### config.mk
export PLATFORM = sky130hd
export DESIGN_NAME = instr_decode_queue
export DESIGN_NICKNAME = d
export VERILOG_FILES = /design/src/rtl/instr_decode_queue.sv
export SDC_FILE = /design/constraint.sdc
export NUM_CORES = 1
export LEC_CHECK = 0
export BUFFER_PORTS_ARGS = -buffer_cell sky130_fd_sc_hd__buf_2
export CAP_MARGIN = 20
export CORE_UTILIZATION = 60
export DETAILED_ROUTE_END_ITERATION = 8
export PLACE_DENSITY = 0.81
export SETUP_SLACK_MARGIN = 0.02
export SYNTH_ARGS = -nofsm -noshare
export SYNTH_HDL_FRONTEND = slang
export SYNTH_SLANG_ARGS = --single-unit
### constraint.sdc
create_clock -name clk -period 7.9 [get_ports clk]
set_input_delay 1.975 -clock clk [delete_from_list [all_inputs] [get_ports clk]]
set_output_delay 1.975 -clock clk [all_outputs]
set_load 0.02 [all_outputs]
### src/rtl/instr_decode_queue.sv
// Buffered MIPS32 decode stage: decodes each accepted instruction word and
// queues the decoded record with its PC in a DEPTH-entry FIFO between fetch
// and issue, with a synchronous flush for redirects.

package instr_decode_queue_pkg;

  typedef enum logic [3:0] {
    OPC_INVALID = 4'd0,
    OPC_SPECIAL = 4'd1,
    OPC_J       = 4'd2,
    OPC_JAL     = 4'd3,
    OPC_BEQ     = 4'd4,
    OPC_ORI     = 4'd5,
    OPC_LUI     = 4'd6,
    OPC_LW      = 4'd7,
    OPC_SW      = 4'd8
  } opcode_e;

  typedef struct packed {
    opcode_e     opcode;
    logic        is_branch;
    logic        rs_valid;
    logic        rt_valid;
    logic        rd_valid;
    logic [4:0]  rs;
    logic [4:0]  rt;
    logic [4:0]  rd;
    logic [5:0]  funct;
    logic [15:0] imm16;
    logic [31:0] imm16_sign_ext;
    logic [31:0] imm16_zero_ext;
    logic [25:0] jump_target;
  } instr_info_t;

endpackage

module instr_decode_queue
  import instr_decode_queue_pkg::*;
#(
  parameter int DEPTH = 4,
  parameter int PC_W  = 32
) (
  input  logic                         clk,
  input  logic                         rst_n,
  input  logic                         flush,
  input  logic                         in_valid,
  output logic                         in_ready,
  input  logic [31:0]                  in_instr,
  input  logic [PC_W-1:0]              in_pc,
  output logic                         out_valid,
  input  logic                         out_ready,
  output instr_info_t                  out_info,
  output logic [PC_W-1:0]              out_pc,
  output logic                         out_illegal,
  output logic [$clog2(DEPTH+1)-1:0]   count
);

  localparam int PTR_W = $clog2(DEPTH);
  localparam int CNT_W = $clog2(DEPTH+1);

  instr_info_t     dec_info;
  logic            dec_illegal;
  logic            push;
  logic            pop;
  logic [PTR_W-1:0] wr_ptr;
  logic [PTR_W-1:0] rd_ptr;

  instr_info_t     info_mem [DEPTH];
  logic [PC_W-1:0] pc_mem   [DEPTH];
  logic            ill_mem  [DEPTH];

  assign in_ready  = (count != CNT_W'(DEPTH));
  assign out_valid = (count != '0);
  assign push      = in_valid & in_ready;
  assign pop       = out_valid & out_ready;

  // Decode the incoming word; fields that do not apply to the instruction stay zero.
  always_comb begin
    dec_info    = '0;
    dec_illegal = 1'b0;
    case (in_instr[31:26])
      6'h00: begin
        dec_info.opcode = OPC_SPECIAL;
        dec_info.funct  = in_instr[5:0];
        case (in_instr[5:0])
          6'h21, 6'h23: begin
            dec_info.rs_valid = 1'b1;
            dec_info.rt_valid = 1'b1;
            dec_info.rd_valid = 1'b1;
          end
          6'h08:   dec_info.rs_valid = 1'b1;
          6'h0c:   ;
          default: dec_illegal = 1'b1;
        endcase
      end
      6'h02: begin
        dec_info.opcode      = OPC_J;
        dec_info.jump_target = in_instr[25:0];
      end
      6'h03: begin
        dec_info.opcode      = OPC_JAL;
        dec_info.jump_target = in_instr[25:0];
      end
      6'h04: begin
        dec_info.opcode         = OPC_BEQ;
        dec_info.is_branch      = 1'b1;
        dec_info.rs_valid       = 1'b1;
        dec_info.rt_valid       = 1'b1;
        dec_info.imm16          = in_instr[15:0];
        dec_info.imm16_sign_ext = {{16{in_instr[15]}}, in_instr[15:0]};
      end
      6'h0d: begin
        dec_info.opcode         = OPC_ORI;
        dec_info.rs_valid       = 1'b1;
        dec_info.rt_valid       = 1'b1;
        dec_info.imm16          = in_instr[15:0];
        dec_info.imm16_zero_ext = {16'h0000, in_instr[15:0]};
      end
      6'h0f: begin
        dec_info.opcode   = OPC_LUI;
        dec_info.rt_valid = 1'b1;
        dec_info.imm16    = in_instr[15:0];
      end
      6'h23, 6'h2b: begin
        dec_info.opcode         = (in_instr[31:26] == 6'h23) ? OPC_LW : OPC_SW;
        dec_info.rs_valid       = 1'b1;
        dec_info.rt_valid       = 1'b1;
        dec_info.imm16          = in_instr[15:0];
        dec_info.imm16_sign_ext = {{16{in_instr[15]}}, in_instr[15:0]};
      end
      default: begin
        dec_info.opcode = OPC_INVALID;
        dec_illegal     = 1'b1;
      end
    endcase
    dec_info.rs = dec_info.rs_valid ? in_instr[25:21] : 5'd0;
    dec_info.rt = dec_info.rt_valid ? in_instr[20:16] : 5'd0;
    dec_info.rd = dec_info.rd_valid ? in_instr[15:11] : 5'd0;
  end

  // Pointer and occupancy tracking; flush wins over any same-cycle push or pop.
  always_ff @(posedge clk or negedge rst_n) begin
    if (!rst_n) begin
      wr_ptr <= '0;
      rd_ptr <= '0;
      count  <= '0;
    end else if (flush) begin
      wr_ptr <= '0;
      rd_ptr <= '0;
      count  <= '0;
    end else begin
      if (push) wr_ptr <= wr_ptr + PTR_W'(1);
      if (pop)  rd_ptr <= rd_ptr + PTR_W'(1);
      if (push && !pop)      count <= count + CNT_W'(1);
      else if (pop && !push) count <= count - CNT_W'(1);
    end
  end

  // Entry storage is deliberately left uninitialised; only the pointers gate validity.
  always_ff @(posedge clk) begin
    if (push && !flush) begin
      info_mem[wr_ptr] <= dec_info;
      pc_mem[wr_ptr]   <= in_pc;
      ill_mem[wr_ptr]  <= dec_illegal;
    end
  end

  // Present the head entry, forcing zeros while the queue is empty.
  always_comb begin
    out_info    = '0;
    out_pc      = '0;
    out_illegal = 1'b0;
    if (out_valid) begin
      out_info    = info_mem[rd_ptr];
      out_pc      = pc_mem[rd_ptr];
      out_illegal = ill_mem[rd_ptr];
    end
  end

endmodule
==> metrics <==
synthesized flop and latch total=551; GP Congestion=0.778; crit-path max FO=75; Num CTS Buffers=53; CP Launch Type=flip-flop; Syn Area/Cell=20.1 sq um; post_cts resized=0; Initial Util=0.608; Max-Cap Viols=0; main combinational cell family by area after synthesis=multiplexers; Worst Setup SP=count[2]; xor and xnor area share after synthesis=0.00197; setup ws final=2.72 ns; H-Tree Depth=2; Site Rows=70; CTS Buffer Depth=3; worst vdd ir=202 uV; adder-cell share of the synthesized area=0.00316; RSZ-0062 raised after global routing=false; fraction of registers with async set or reset after synthesis=0.0127; first-pass GRT wire length=65,500 um; Port Buf Inserts=225; largest cells by area after synthesis=edfxtp_1 (74%), mux4_2 (14%), and2_1 (6.3%); initial antenna violation count=10; Critical Path RT=5.93 ns; initial DRC count=873; wirelength, routed=43,800 um; drt drc=0; compound-cell area share of the yosys netlist=0.00947; maximum number of pins on one net before global-route repair=76; fmax=193 MHz; R2R depth=5; Clock Tree Root=clkbuf_16; total core area=36,500 sq um; worst hold path type=flip-flop to flip-flop; Die X=194 um; Mapped Cells=1,104; Reg-to-Reg End=info_mem[1][28]; slowest cell delay on critical path=0.67 ns; run status=completed; EDFF count, synth=544; Vias/cell=5.92; Worst Hold Depth=2; Crit-path slowest cell=buf_4; hold_sp=wr_ptr[1]; Post-CTS Setup Bufs=0; Crit. End Element=primary output; most numerous cell in the Yosys netlist=edfxtp_1; Routed Antenna Nets=0; hold_buf cts=0; Die Y=194 um; Top Ports=242; post-route setup TNS=0 ns; share of cells above drive strength 1=0.340; Layout area overhead=13.6%; WL/cell=23.9 um; area share of the largest cell type after synthesis=0.736; mapped cell area=22,200 sq um; WS Path Type=flip-flop to primary output; grt ovf=0; Simple-Gate Fraction of Synth Area=0.0779; Final Hold Fails=0; Clock Sinks=551; Yosys cell types=52; final core area utilization=0.691; CTS tree=built; Static Leak=8.60 nW; Max Transition Viols Final=0; FF-to-FF Start=count[2]; Yosys top cell by area=edfxtp_1; Worst Path Arrival=3.20 ns; vias in the first global route=10.8k; post-synthesis sequential area ratio=0.744; Final setup viols=0; pwr dens=307 nW/um^2; DIE AREA=37,800 sq um; Min Hold Slack=0.604 ns; Detailed Place HPWL=25,800 um; post-synthesis mux area share=0.139; dominant synthesized flop cell=edfxtp_1; Setup Skew=0.0157 ns; Final min period=5.18 ns; final worst path period share=0.656; clock slew at reported path FFs=0.06 ns; clock latency on the worst-skew pair=0.58 ns; via count=10.8k; DRT Pass-1 Iters=5; R2R Setup Slk=4.79 ns; crit path cell chain=or3_4 -> buf_4 -> and2_1 -> buf_2; Slew HR=0.312; Post-synth top cells=edfxtp_1 (544), and2_1 (223), mux4_2 (136), buf_4 (35), clkbuf_1 (29); YS warnings=0; Final #Nets=1,396; Total GRT Usage=0.235; pre-CTS WS=3.27 ns; worst slew pin tran=1.02 ns; Hold EP=wr_ptr[1]
==> sequential cells by signal, indices dropped and copies added, names as in the netlist <==
register  cells
rd_ptr        2
info_mem    412
count         3
ill_mem       4
wr_ptr        2
pc_mem      128
==> metal layers <==
layer / part of all wire / vias up / GRT usage / wire (um)
met1: 0.40 / 5602 / 0.333 / 17600
met5: 0.00085 / - / 0 / 37
met3: 0.071 / 67 / 0.0448 / 3100
met2: 0.51 / 397 / 0.382 / 22100
li1: - / 4761 / - / -
met4: 0.021 / 6 / 0.0653 / 918
==> cells in the final DEF (no fill, tap or decap), drive strengths merged, types with 3 or more instances in the layout <==
cell | synthesis | layout
xnor2 | 3 | 3
clkbuf | 29 | 64
diode | 0 | 3
mux4 | 136 | 136
inv | 6 | 8
buf | 64 | 241
o21ai | 3 | 3
conb | 1 | 16
nor4 | 3 | 3
a21oi | 7 | 7
nand3 | 4 | 4
o21a | 5 | 5
clkinv | 0 | 25
o22ai | 3 | 3
nor3 | 3 | 3
dfrtp | 7 | 7
and2 | 223 | 223
and3 | 7 | 7
nor2 | 14 | 14
edfxtp | 544 | 544
ha | 4 | 4
nand2 | 8 | 8
==> where the power goes <==
group	internal [mW]	total [mW]	switching [mW]
combinational	0.802	2.00	1.20
sequential	3.35	3.44	0.0856
clock	1.32	2.32	0.997
total	5.48	7.75	2.28
==> worst max-delay path by stage <==
stage / to / slack (ns) / cells past startpoint
4_1_cts: out_info[86] / 2.67 / 4
5_1_grt: out_info[86] / 2.52 / 4
3_3_place_gp: out_info[34] / 3.28 / 4
2_1_floorplan: ill_mem[0] / 1.70 / 4
6_report: out_info[86] / 2.72 / 4
3_5_place_dp: out_info[86] / 3.27 / 4
==> cell families after synthesis <==
group                      after synthesis
adders and majority gates                5
other                                    1
xor gates and xnor gates                 5
DFF                                    551
AOI/OAI and AO/OA                       27
and+or+nand+nor                        278
muxes                                  138
buffers and inverters                   99
==> worst max-delay path: cells and delay by family (launching register included) <==
family | cells | cell delay (ns)
AND/OR/NAND/NOR | 2 | 1.14
buffers and inverters | 2 | 0.93
flip-flops | 1 | 0.52
==> per-stage QoR <==
stage          cells  power [mW]  area (sq um)
6_report        1831        7.75         25200
5_1_grt         1830        8.05         25200
4_1_cts         1827        7.83         25200
3_5_place_dp    1734        5.53         23600
3_3_place_gp    1733        5.50         23600
2_1_floorplan   1119        4.94         22200
==> layout make-up <==
cell class | instances | area [sq um]
timing repair buffer | 241 | 1260
clock inverter | 29 | 185
tap | 468 | 586
multi-input combinational | 469 | 5230
clock buffer | 64 | 1410
fill | 2243 | 11300
antenna | 3 | 7.51
inverter | 6 | 22.5
sequential | 551 | 16500
No activity file was read; power rests on OpenSTA's default activity.
